### src/rtl/min_sec_counter_pkg.sv
// Shared constants and the BCD digit type for the mm:ss timekeeping core.
package min_sec_pkg;
    localparam int BCD_W        = 4;
    localparam int SEC_TENS_MAX = 5;
    localparam int DIGIT_MAX    = 9;

    typedef logic [BCD_W-1:0] bcd_digit_t;
endpackage

### src/rtl/min_sec_counter_if.sv
// Tick/run inputs and BCD digit outputs of min_sec_counter; the adjust buttons
// exist only when MIN_SEC_ADJUST_EN is defined.
interface min_sec_counter_if;
    import min_sec_pkg::*;

    // Plain sampled levels, no valid/ready: tick_1hz counts on every cycle it is
    // high while run is high; digits and rollover are registered outputs.
    logic       tick_1hz;
    logic       run;
    bcd_digit_t sec_ones;
    bcd_digit_t sec_tens;
    bcd_digit_t min_ones;
    bcd_digit_t min_tens;
    logic       rollover;
`ifdef MIN_SEC_ADJUST_EN
    logic       inc_sec;
    logic       inc_min;

    modport master (
        output tick_1hz, run, inc_sec, inc_min,
        input  sec_ones, sec_tens, min_ones, min_tens, rollover
    );
    modport slave (
        input  tick_1hz, run, inc_sec, inc_min,
        output sec_ones, sec_tens, min_ones, min_tens, rollover
    );
`else
    modport master (
        output tick_1hz, run,
        input  sec_ones, sec_tens, min_ones, min_tens, rollover
    );
    modport slave (
        input  tick_1hz, run,
        output sec_ones, sec_tens, min_ones, min_tens, rollover
    );
`endif
endinterface

### src/rtl/min_sec_counter_bcd_digit_counter.sv
// One BCD digit: counts 0..WRAP on en_i, clr_i forces 0; carry_o flags the wrap step.
module bcd_digit_counter
    import min_sec_pkg::*;
#(
    parameter int WRAP = DIGIT_MAX
) (
    input  logic       clk_i,
    input  logic       rst_i,
    input  logic       en_i,
    input  logic       clr_i,
    output bcd_digit_t digit_o,
    output logic       carry_o
);
    localparam bcd_digit_t WRAP_VAL = bcd_digit_t'(WRAP);

    bcd_digit_t digit_q, digit_d;

    always_comb begin
        digit_d = digit_q;
        if (clr_i) begin
            digit_d = '0;
        end else if (en_i) begin
            digit_d = (digit_q == WRAP_VAL) ? '0 : digit_q + bcd_digit_t'(1);
        end
    end

    always_ff @(posedge clk_i) begin
        if (rst_i) begin
            digit_q <= '0;
        end else begin
            digit_q <= digit_d;
        end
    end

    assign carry_o = en_i & (digit_q == WRAP_VAL);
    assign digit_o = digit_q;
endmodule

### src/rtl/min_sec_counter.sv
// BCD mm:ss counter advanced by tick_1hz while run is high, wrapping at
// MIN_MODULUS-1:59. Define MIN_SEC_ADJUST_EN for edge-detected inc_sec/inc_min.
module min_sec_counter
    import min_sec_pkg::*;
#(
    parameter int MIN_MODULUS = 60
) (
    input  logic              clk_50mhz,
    input  logic              reset,
    min_sec_counter_if.slave  bus
);
    localparam bcd_digit_t MIN_MAX_TENS = bcd_digit_t'((MIN_MODULUS - 1) / 10);
    localparam bcd_digit_t MIN_MAX_ONES = bcd_digit_t'((MIN_MODULUS - 1) % 10);

    logic       sec_adj, min_adj, adj;
    logic       count_ev, sec_en, min_en, min_max, min_wrap;
    logic       so_carry, st_carry, mo_carry, mt_carry;
    logic       rollover_q, rollover_d;
    bcd_digit_t so_digit, st_digit, mo_digit, mt_digit;

`ifdef MIN_SEC_ADJUST_EN
    logic inc_sec_q, inc_min_q;

    always_ff @(posedge clk_50mhz) begin
        if (reset) begin
            inc_sec_q <= 1'b0;
            inc_min_q <= 1'b0;
        end else begin
            inc_sec_q <= bus.inc_sec;
            inc_min_q <= bus.inc_min;
        end
    end

    assign sec_adj = bus.inc_sec & ~inc_sec_q;
    assign min_adj = bus.inc_min & ~inc_min_q;
`else
    assign sec_adj = 1'b0;
    assign min_adj = 1'b0;
`endif

    // Any adjust edge swallows a coincident tick; seconds adjust never carries.
    always_comb begin
        adj        = sec_adj | min_adj;
        count_ev   = bus.tick_1hz & bus.run & ~adj;
        sec_en     = count_ev | sec_adj;
        min_en     = (count_ev & st_carry) | min_adj;
        min_max    = (mt_digit == MIN_MAX_TENS) && (mo_digit == MIN_MAX_ONES);
        min_wrap   = (min_en & min_max) | mt_carry;
        rollover_d = count_ev & st_carry & min_max;
    end

    bcd_digit_counter #(.WRAP(DIGIT_MAX)) u_sec_ones (
        .clk_i(clk_50mhz), .rst_i(reset), .en_i(sec_en), .clr_i(1'b0),
        .digit_o(so_digit), .carry_o(so_carry)
    );

    bcd_digit_counter #(.WRAP(SEC_TENS_MAX)) u_sec_tens (
        .clk_i(clk_50mhz), .rst_i(reset), .en_i(so_carry), .clr_i(1'b0),
        .digit_o(st_digit), .carry_o(st_carry)
    );

    bcd_digit_counter #(.WRAP(DIGIT_MAX)) u_min_ones (
        .clk_i(clk_50mhz), .rst_i(reset), .en_i(min_en), .clr_i(min_wrap),
        .digit_o(mo_digit), .carry_o(mo_carry)
    );

    bcd_digit_counter #(.WRAP(DIGIT_MAX)) u_min_tens (
        .clk_i(clk_50mhz), .rst_i(reset), .en_i(mo_carry), .clr_i(min_wrap),
        .digit_o(mt_digit), .carry_o(mt_carry)
    );

    always_ff @(posedge clk_50mhz) begin
        if (reset) begin
            rollover_q <= 1'b0;
        end else begin
            rollover_q <= rollover_d;
        end
    end

    assign bus.sec_ones = so_digit;
    assign bus.sec_tens = st_digit;
    assign bus.min_ones = mo_digit;
    assign bus.min_tens = mt_digit;
    assign bus.rollover = rollover_q;
endmodule

### src/flat_wrapper.sv
// flat-port wrapper written by rule: the top's interface ports become plain ports
module min_sec_counter_flat import min_sec_pkg::*;
#(
    parameter int MIN_MODULUS = 60
)
  (clk_50mhz, reset, bus_tick_1hz, bus_run, bus_sec_ones, bus_sec_tens, bus_min_ones, bus_min_tens, bus_rollover);
  min_sec_counter_if bus_i ();
  input  logic clk_50mhz;
  input  logic reset;
  input wire logic [$bits(bus_i.tick_1hz)-1:0] bus_tick_1hz;
  input wire logic [$bits(bus_i.run)-1:0] bus_run;
  output wire logic [$bits(bus_i.sec_ones)-1:0] bus_sec_ones;
  output wire logic [$bits(bus_i.sec_tens)-1:0] bus_sec_tens;
  output wire logic [$bits(bus_i.min_ones)-1:0] bus_min_ones;
  output wire logic [$bits(bus_i.min_tens)-1:0] bus_min_tens;
  output wire logic [$bits(bus_i.rollover)-1:0] bus_rollover;
  assign bus_i.tick_1hz = bus_tick_1hz;
  assign bus_i.run = bus_run;
  assign bus_sec_ones = bus_i.sec_ones;
  assign bus_sec_tens = bus_i.sec_tens;
  assign bus_min_ones = bus_i.min_ones;
  assign bus_min_tens = bus_i.min_tens;
  assign bus_rollover = bus_i.rollover;
  min_sec_counter #(.MIN_MODULUS(MIN_MODULUS)) u_core (.clk_50mhz(clk_50mhz), .reset(reset), .bus(bus_i));
endmodule
### config.mk
export PLATFORM = sky130hd
export DESIGN_NAME = min_sec_counter_flat
export DESIGN_NICKNAME = d
export VERILOG_FILES = /design/src/rtl/min_sec_counter_pkg.sv /design/src/rtl/min_sec_counter_if.sv /design/src/rtl/min_sec_counter_bcd_digit_counter.sv /design/src/rtl/min_sec_counter.sv /design/src/flat_wrapper.sv
export SDC_FILE = /design/constraint.sdc
export NUM_CORES = 1
export LEC_CHECK = 0
export CAP_MARGIN = 20
export CELL_PAD_IN_SITES_DETAIL_PLACEMENT = 0
export CELL_PAD_IN_SITES_GLOBAL_PLACEMENT = 1
export CORE_ASPECT_RATIO = 0.75
export CORE_UTILIZATION = 35
export CTS_BUF_LIST = sky130_fd_sc_hd__clkbuf_16
export DETAILED_ROUTE_END_ITERATION = 12
export MAX_ROUTING_LAYER = met4
export PLACE_DENSITY_LB_ADDON = 0.1
export SYNTH_ARGS = -nofsm -noshare
export SYNTH_HDL_FRONTEND = slang
export SYNTH_SLANG_ARGS = --single-unit
### constraint.sdc
create_clock -name clk_50mhz -period 2 [get_ports clk_50mhz]
set_input_delay 0.4 -clock clk_50mhz [delete_from_list [all_inputs] [get_ports clk_50mhz]]
set_output_delay 0.4 -clock clk_50mhz [all_outputs]
set_load 0.005 [all_outputs]
==> results of run 1 <==
[routing by layer]
| metal | wire length [microns] | vias up | part of all wire [%] | track usage, % |
|---|---|---|---|---|
| li1 | - | 388 | - | - |
| met1 | 1010 | 350 | 56 | 24.96 |
| met2 | 700 | 12 | 39 | 23.22 |
| met3 | 71 | 4 | 3.9 | 6.140 |
| met4 | 25 | 0 | 1.4 | 7.143 |
| met5 | 0 | - | 0 | - |
[through the flow]
| stage | area (sq um) | hold slack [ns] | total power [W] | setup slack (ns) |
|---|---|---|---|---|
| after global routing | 1159 | 0.5887 | 0.0008013 | 0.2381 |
| after detailed placement | 1079 | 0.5045 | 0.0003825 | 0.1198 |
| after floorplan | 838.3 | 0.4956 | 0.0003645 | 0.5844 |
| final | 1159 | 0.5189 | 0.0007717 | 0.3400 |
| after CTS | 1159 | 0.5174 | 0.0007827 | 0.3290 |
| after global placement | 1079 | 0.5033 | 0.0003821 | 0.1513 |
[critical path, stage by stage, from the launching register on]
cell and delay [ns]:
dfxtp_1 0.35, and4bb_1 0.50, nand4_4 0.21, or3_1 0.37, a31oi_1 0.15
[placed cells by master, fill, tap and decap left out, types with 2 or more instances in the layout]
| master | synthesis | final |
|---|---|---|
| clkdlybuf4s50_1 | 0 | 20 |
| xor2_1 | 5 | 5 |
| xnor2_1 | 3 | 3 |
| nand3_1 | 4 | 4 |
| or3_1 | 2 | 2 |
| nor3_1 | 2 | 2 |
| nand4_1 | 3 | 3 |
| a21oi_1 | 6 | 6 |
| mux2i_1 | 2 | 2 |
| inv_1 | 3 | 3 |
| dfxtp_1 | 17 | 17 |
| o21ai_0 | 5 | 5 |
| a31oi_1 | 3 | 3 |
| buf_4 | 0 | 4 |
| nor2_1 | 11 | 11 |
| clkbuf_16 | 0 | 3 |
| nand2_1 | 7 | 7 |
| nor3b_1 | 5 | 5 |
| nor2b_1 | 2 | 2 |
[power groups by stage]
| stage | Combinational (W) | Sequential (W) | Clock, W |
|---|---|---|---|
| 4_1_cts | 0.0000319 | 0.000344 | 0.000407 |
| 5_1_grt | 0.0000352 | 0.000344 | 0.000422 |
| 3_3_place_gp | 0.0000314 | 0.000351 | 0 |
| 2_1_floorplan | 0.0000129 | 0.000352 | 0 |
| 3_5_place_dp | 0.0000317 | 0.000351 | 0 |
| 6_report | 0.0000316 | 0.000344 | 0.000396 |
[final cells by class]
type | instances | area (sq um) | area share [%]
flip-flops and latches | 17 | 340.3 | 29.37
inverters | 3 | 11.26 | 0.9719
clock inverters | 1 | 5.005 | 0.4320
well taps | 32 | 40.04 | 3.456
clock buffers | 3 | 75.07 | 6.479
multi-input cells | 71 | 456.7 | 39.42
repair buffers | 24 | 230.2 | 19.87
[how the worst max path moves through the flow]
stage,endpoint
floorplan,u_core.u_min_tens.digit_o[3]
global placement,u_core.u_sec_tens.digit_o[1]
detailed placement,u_core.u_min_tens.digit_o[3]
CTS,bus_min_ones[1]
global route,u_core.u_min_tens.digit_o[1]
finish,u_core.u_min_tens.digit_o[3]
[state kept, by name, indices dropped and copies added (netlist names)]
register	count
u_core.u_min_tens.digit_o	4
u_core.bus.rollover	1
u_core.u_sec_tens.digit_o	4
u_core.u_sec_ones.digit_o	4
u_core.u_min_ones.digit_o	4
[cells by family (layout without fill, tap and decap cells)]
kind of cell | Yosys count | count (layout) | synth area share [%]
XOR/XNOR | 8 | 8 | 8.359
AO/OA/AOI/OAI | 15 | 15 | 9.851
AND/OR/NAND/NOR | 46 | 46 | 33.88
buffers and inverters | 7 | 31 | 4.925
flip-flops | 17 | 17 | 40.60
multiplexers | 2 | 2 | 2.388
==> results.yml, run 1 <==
cts:
  cts_buffers: 3
  tritoncts: "built"
  path_clk_slew_ns: 0.05
  cts_setup_buffers: 0
  hold_buffers: 0
  cts_buffer_depth: 2
  cts_sinks: 17
  cts-htree-levels: 1
  insertion_delay_ns: 0.25
  cts_resized: 0
  cts-root-buf: "clkbuf_16"
synth:
  synth_area_sq_um: 838.3
  synth_cell_type_count: 29
  ys_seq_area_share_pct: 40.60
  synth_async_sr_flop_share_pct: 0
  synth_seq_cells: 17
  synthTopCellsByArea: "dfxtp_1 (41%), xor2_1 (5.2%), nor2_1 (4.9%)"
  synth_edf_count: 0
  synth_nets: 99
  yosysTopAreaCellShare_pct: 40.60
  synth_cells: 95
  ys.flop_type: "dfxtp_1"
  yosys_warnings: 0
  synth_area_leader_cell: "dfxtp_1"
  synth_common_cells: "dfxtp_1 (17), nor2_1 (11), nand2_1 (7), a21oi_1 (6)"
  syn_area_per_cell_sq_um: 8.824
  yosys.cell_count.top_type: "dfxtp_1"
drt:
  avgRoutedWirePerCell_microns: 11.97
  dr_total_vias: 754
  drt_iter0_drc: 20
  vias_per_cell: 4.993
  totalWireLength_mm: 1.808
  firstDrtPassIters: 4
  ant_nets: 0
  drc: 0
timing:
  relSlewSlack_pct: 76.67
  post-route-min-period_ns: 1.660
  clock_skew_ns: 0.001615
  tightest_slew_ns: 0.3499
  setup_viol: 0
  rsz0062_at_grt: "no"
  period_share_pct: 83.00
  report.final.slew_viol_count: 0
  hold_viol: 0
  fin_setup_tns_ns: 0
  max_freq_ghz: 0.6024
finish:
  fin_cells: 151
  final_util_pct: 54.22
  fin_nets: 124
  fillers: 216
  antennaDiodeCount: 0
  syn_to_final_growth_pct: 38.21
  drive_above_1_share_pct: 10.08
worst_hold_path:
  min_to: "u_core.u_sec_ones.digit_o[3]"
  min_path_cells: 2
  hold_start: "u_core.u_sec_ones.digit_o[3]"
  hp-class: "reg -> reg"
power_and_ir_drop:
  intPower_w: 0.0006262
  p_seq_share_pct: 44.6
  p_leak_nw: 0.4224
  vdd_drop_max_v: 0.0004155
  powerDensity_nw_per_um2: 666.0
  pwr-share-clk_pct: 51.3
  switching_share_pct: 18.85
  comb_power_share_pct: 4.1
  p_switching_w: 0.0001454
floorplanning:
  fp.dieW_microns: 58.51
  pin_count: 21
  initial_core_util_pct: 39.23
  chipHeight_microns: 44.39
  placementRows: 14
  dieArea_sq_um: 2597
  coreArea_sq_um: 2137
placed_design:
  routabilityCongestion: 0.7431
  placedCellCount: 147
  detailed_place_hpwl_mm: 1.298
  io_buffers: 20
grt:
  grt_max_degree: 11
  track_usage_pct: 17.88
  overflow: 0
  grt_pass1_wl_mm: 3.256
  antenna_found_initial: 0
  grt_pass1_vias: 686
job:
  cap_violations: 0
setup_path:
  crit_required_ns: 2.18
  r2r_end: "u_core.u_min_tens.digit_o[3]"
  cp-end-kind: "flip-flop"
  rr_worst_depth: 4
  crit_path_start_kind: "flip-flop"
  worstPathArrival_ns: 1.84
  rr_startpoint: "u_core.u_sec_ones.digit_o[2]"
  crit_type: "reg -> reg"
  startpoint: "u_core.u_sec_ones.digit_o[2]"
  crit_fanout: 8
  r2r_slack_ns: 0.34
status:
  status: "finished, final reports clean"
Power figures use the tool's default switching activity.
==> inputs of run 2 (changes only) <==
--- a/config.mk
+++ b/config.mk
@@ -9,7 +9,7 @@
 export CELL_PAD_IN_SITES_DETAIL_PLACEMENT = 0
 export CELL_PAD_IN_SITES_GLOBAL_PLACEMENT = 1
 export CORE_ASPECT_RATIO = 0.75
-export CORE_UTILIZATION = 35
+export CORE_UTILIZATION = 31
 export CTS_BUF_LIST = sky130_fd_sc_hd__clkbuf_16
 export DETAILED_ROUTE_END_ITERATION = 12
 export MAX_ROUTING_LAYER = met4
==> constraint.sdc (replaced) <==
create_clock -name clk_50mhz -period 1.3 [get_ports clk_50mhz]
set_input_delay 0.26 -clock clk_50mhz [delete_from_list [all_inputs] [get_ports clk_50mhz]]
set_output_delay 0.26 -clock clk_50mhz [all_outputs]
set_load 0.005 [all_outputs]
==> run 2 against run 1 <==
  * The flow now finishes with violations (setup timing)
  * Worst hold slack got worse by 0.0023 ns
  * Clock power rose by 55%
  * Global-route usage fell by 2.7 points
  * Maximum frequency rose by 25%
  * Power rose by 56%
  * First-iteration DRC count fell by 15%
  * Worst setup slack got worse by 0.36 ns
  * Wire length rose by 6.9%
  * Sequential cell count did not move
  * Critical path depth did not move
  * Core utilization rose by 2.4 points
==> results.yml, run 2 (synthesized netlist as in run 1, its figures left out) <==
finish:
  final_util_pct: 56.64
  fillers: 242
  drive_above_1_share_pct: 36.11
  layout_commonest_cell: "buf_4"
  syn_to_final_growth_pct: 63.58
  final_cell_area_sq_um: 1371
  fin_nets: 149
  antennaDiodeCount: 0
  final_cell_mix: "buf_4 (25), dlygate4sd2_1 (19), nor2_1 (11), dfxtp_2 (11), nand2_1 (7)"
cts:
  hold_buffers: 0
  cts-htree-levels: 1
  cts_buffer_depth: 2
  path_clk_slew_ns: 0.05
  cts-root-buf: "clkbuf_16"
  cts_buffers: 3
  tritoncts: "built"
  cts_sinks: 17
  insertion_delay_ns: 0.25
drt:
  ant_nets: 0
  drt_iter0_drc: 17
  totalWireLength_mm: 1.932
  avgRoutedWirePerCell_microns: 10.85
  firstDrtPassIters: 4
  dr_total_vias: 840
  vias_per_cell: 4.719
  drc: 0
setup_path:
  r2r_end: "u_core.u_min_tens.digit_o[2]"
  r2r_slack_ns: -0.02
  crit_fanout: 5
  crit_required_ns: 1.49
  path_cells: "and4bb_4 -> nand4_4 -> or4_1 -> o21ai_1"
  worstPathArrival_ns: 1.51
  cp-end-kind: "flip-flop"
  critPathCapture: "u_core.u_min_tens.digit_o[2]"
  slowest_delay_ns: 0.40
  crit_type: "reg -> reg"
  crit_path_start_kind: "flip-flop"
  rr_worst_depth: 4
  rr_startpoint: "u_core.u_sec_ones.digit_o[2]"
  startpoint: "u_core.u_sec_ones.digit_o[2]"
  critPathSlowestCell: "or4_1"
timing:
  fin_setup_tns_ns: -0.05847
  hold_viol: 0
  rsz0062_at_grt: "yes"
  setup_viol: 3
  relSlewSlack_pct: 85.44
  period_share_pct: 101.9
  clock_skew_ns: 0.004515
  whs_ns: 0.5166
  fin_ws_ns: -0.02487
  report.final.slew_viol_count: 0
  post-route-min-period_ns: 1.325
  max_freq_ghz: 0.7548
  tightest_slew_ns: 0.2179
grt:
  grt_pass1_vias: 690
  track_usage_pct: 15.13
  antenna_found_initial: 0
  overflow: 0
  grt_pass1_wl_mm: 2.994
  grt_max_degree: 11
status:
  status: "finished, violations left"
  violations: "setup timing"
power_and_ir_drop:
  powerDensity_nw_per_um2: 875.5
  p_leak_nw: 0.6437
  vdd_drop_max_v: 0.0005899
worst_hold_path:
  hp-class: "reg -> reg"
floorplanning:
  fp.dieW_microns: 62.05
  chipHeight_microns: 47.04
  placementRows: 15
  pin_count: 21
  initial_core_util_pct: 34.63
  dieArea_sq_um: 2918
  coreArea_sq_um: 2421
placed_design:
  routabilityCongestion: 0.7864
  placed_cell_area_sq_um: 1247
  io_buffers: 20
  detailed_place_hpwl_mm: 1.412
job:
  cap_violations: 0
-- run 2: through the flow --
| step | setup WS (ns) | total power (W) | std cells |
|---|---|---|---|
| 6_report | -0.02487 | 0.001201 | 178 |
| 4_1_cts | -0.07043 | 0.001216 | 179 |
| 3_3_place_gp | -0.4361 | 0.0005969 | 171 |
| 2_1_floorplan | -0.04821 | 0.0005609 | 95 |
| 5_1_grt | -0.08667 | 0.001257 | 178 |
| 3_5_place_dp | -0.4734 | 0.0005978 | 171 |
-- run 2: routing by layer --
layer / global-route usage, % / up-vias / wire length, microns
li1: - / 433 / -
met1: 18.47 / 384 / 954
met2: 23.40 / 21 / 878
met3: 5.785 / 2 / 89
met4: 4.000 / 0 / 9
met5: - / - / 0
-- run 2: timing repair --
action | in CTS | in global routing
resized for setup | 37 | 3
gates cloned | 0 | 0
endpoints found under the setup margin | 30 | 10
setup buffers | 4 | 0
pin swaps | 6 | 3
-- run 2: critical path: cells and delay by family (launching register included) --
kind             cells  cell delay, ns
AO/OA/AOI/OAI        1            0.08
flip-flops           1            0.32
AND/OR/NAND/NOR      3            0.87
-- run 2: worst min path at each step --
stage	startpoint	end	slack (ns)	depth (start not counted)
2_1_floorplan	bus_run	u_core.u_sec_ones.digit_o[0]	0.46	3
3_3_place_gp	u_core.u_min_tens.digit_o[1]	u_core.bus.rollover	0.49	1
5_1_grt	u_core.u_min_tens.digit_o[1]	u_core.bus.rollover	0.55	2
6_report	u_core.u_sec_tens.digit_o[0]	u_core.u_sec_tens.digit_o[0]	0.52	2
3_5_place_dp	u_core.u_min_tens.digit_o[1]	u_core.bus.rollover	0.50	1
4_1_cts	u_core.u_sec_tens.digit_o[0]	u_core.u_sec_tens.digit_o[0]	0.52	2
-- run 2: layout make-up --
class	instances	area, sq um	share of cell area (%)
Tap cell	34	42.54	3.102
Multi-Input combinational cell	71	474.2	34.58
Clock inverter	1	5.005	0.3650
Sequential cell	17	354.1	25.82
Inverter	3	11.26	0.8212
Timing Repair Buffer	49	409.1	29.84
Clock buffer	3	75.07	5.474
-- run 2: report_power, final --
part	internal (W)	switching, W	total [W]
Sequential	0.000525	0.00000205	0.000527
Combinational	0.0000324	0.0000263	0.0000587
Clock	0.000412	0.000203	0.000614
Total	0.000969	0.000231	0.00120
==> inputs of run 3 (changes only) <==
--- a/config.mk
+++ b/config.mk
@@ -14,6 +14,7 @@
 export DETAILED_ROUTE_END_ITERATION = 12
 export MAX_ROUTING_LAYER = met4
 export PLACE_DENSITY_LB_ADDON = 0.1
+export REMOVE_ABC_BUFFERS = 1
 export SYNTH_ARGS = -nofsm -noshare
 export SYNTH_HDL_FRONTEND = slang
 export SYNTH_SLANG_ARGS = --single-unit
==> run 3 against run 2 <==
  * The flow still finishes with violations (setup timing)
  * Sequential share of layout area fell by 0.82 points
  * Highest routed layer is now met3
  * Die area did not move
  * Wire length rose by 4.9%
  * Maximum frequency fell by 1.1%
  * Sequential cell count did not move
  * Non-clock buffer count did not move
  * Power barely moved
  * Largest power group unchanged
  * Design area rose by 2.2%
  * Core utilization rose by 1.2 points
==> results.yml, run 3 (synthesized netlist as in run 1, its figures left out) <==
status:
  status: "finished, violations left"
  violations: "setup timing"
grt:
  overflow: 0
  antenna_found_initial: 0
  track_usage_pct: 15.99
  grt_pass1_wl_mm: 3.215
  grt_pass1_vias: 756
  grt_max_degree: 11
power_and_ir_drop:
  comb_power_share_pct: 4.9
  pwr-share-clk_pct: 51.2
  vdd_drop_max_v: 0.0007054
  p_switching_w: 0.0002320
  powerDensity_nw_per_um2: 856.6
  p_seq_share_pct: 43.9
  intPower_w: 0.0009684
  switching_share_pct: 19.33
  p_leak_nw: 0.6608
timing:
  clock_skew_ns: 0.003094
  whs_ns: 0.5607
  tightest_slew_ns: 0.2325
  fin_setup_tns_ns: -0.09101
  relSlewSlack_pct: 84.46
  fin_ws_ns: -0.03915
  setup_viol: 3
  hold_viol: 0
  report.final.slew_viol_count: 0
  rsz0062_at_grt: "yes"
  post-route-min-period_ns: 1.339
  period_share_pct: 103.0
  max_freq_ghz: 0.7467
drt:
  firstDrtPassIters: 2
  drc: 0
  drt_iter0_drc: 27
  vias_per_cell: 4.691
  ant_nets: 0
  totalWireLength_mm: 2.027
  avgRoutedWirePerCell_microns: 11.39
  dr_total_vias: 835
worst_hold_path:
  hold_start: "u_core.u_min_tens.digit_o[1]"
  hp-class: "reg -> reg"
finish:
  final_cell_mix: "buf_4 (25), dlygate4sd2_1 (19), nor2_1 (11)"
  fin_nets: 149
  drive_above_1_share_pct: 38.19
  syn_to_final_growth_pct: 67.16
  antennaDiodeCount: 0
  layout_commonest_cell: "buf_4"
setup_path:
  crit_required_ns: 1.48
  crit_type: "reg -> reg"
  critPathSlowestCell: "or4_4"
  startpoint: "u_core.u_sec_tens.digit_o[3]"
  rr_startpoint: "u_core.u_sec_tens.digit_o[3]"
  path_delay_family: "simple AND/OR/NAND/NOR gates"
  slowest_delay_ns: 0.43
  crit_path_start_kind: "flip-flop"
  cp-end-kind: "flip-flop"
  critPathBufInv: 0
  crit_fanout: 5
  path_cells: "and4bb_4 -> nand4_4 -> or4_4 -> o21ai_2"
  worstPathArrival_ns: 1.52
placed_design:
  io_buffers: 20
  routabilityCongestion: 0.7631
  detailed_place_hpwl_mm: 1.477
  post-place-ws_ns: -0.4093
floorplanning:
  fp.dieW_microns: 62.05
  chipHeight_microns: 47.04
  initial_core_util_pct: 34.63
  coreArea_sq_um: 2421
  placementRows: 15
  dieArea_sq_um: 2918
  pin_count: 21
job:
  cap_violations: 0
cts:
  cts_buffers: 3
  cts_buffer_depth: 2
  path_clk_slew_ns: 0.05
  tritoncts: "built"
  cts_sinks: 17
  cts-htree-levels: 1
  insertion_delay_ns: 0.25
  cts-root-buf: "clkbuf_16"
  hold_buffers: 0
==> run 3: worst paths after layout <==
path | end | cells after the start | slack [ns]
worst min register to register | u_core.bus.rollover | 2 | 0.56
worst max register to register | u_core.u_min_tens.digit_o[2] | 4 | -0.04
worst max-delay path | u_core.u_min_tens.digit_o[2] | 4 | -0.04
worst min-delay path | u_core.bus.rollover | 2 | 0.56
==> run 3: final cells by class <==
| class | instances | area, sq um |
|---|---|---|
| inverter | 3 | 11.26 |
| sequential | 17 | 350.3 |
| timing repair buffer | 49 | 409.1 |
| clock buffer | 3 | 75.07 |
| multi-input combinational | 71 | 508.0 |
| fill | 230 | 1020 |
| clock inverter | 1 | 5.005 |
| tap | 34 | 42.54 |
==> run 3: what timing repair did <==
| item | in CTS | in global routing |
|---|---|---|
| hold endpoints to repair | 0 | 0 |
| pin swaps | 10 | 15 |
| setup buffers | 2 | 1 |
| gates cloned | 0 | 0 |
| endpoints found under the setup margin | 28 | 9 |
| gates resized for setup | 36 | 9 |
==> run 3: per-layer routing <==
metal / GRT usage (%) / up-vias / wire [microns]
li1: - / 438 / -
met1: 19.31 / 384 / 1026
met2: 25.96 / 13 / 929
met3: 5.785 / 0 / 71
met4: 2.667 / 0 / 0
met5: - / - / 0
==> run 3: through the flow <==
stage	cell area [sq um]	utilization (%)	std cells	total power, W
floorplan	808.3	-	91	0.0005524
global placement	1246	51.47	171	0.0005985
detailed placement	1246	51.47	171	0.0005994
CTS	1354	55.92	177	0.001221
global route	1401	57.88	178	0.001253
finish	1401	57.88	178	0.001200
==> run 3: worst reg2reg max path, delay by kind of cell, from the launching register on <==
family | cells | cell delay, ns
AOI/OAI and AO/OA | 1 | 0.07
DFF | 1 | 0.30
and+or+nand+nor | 3 | 0.90
==> run 3: power by group through the flow <==
stage	registers, W	clock network (W)	logic (W)
5_1_grt	0.000527	0.000661	0.0000655
4_1_cts	0.000527	0.000636	0.0000584
3_3_place_gp	0.000538	0	0.0000606
2_1_floorplan	0.000541	0	0.0000114
3_5_place_dp	0.000538	0	0.0000616
6_report	0.000527	0.000614	0.0000591
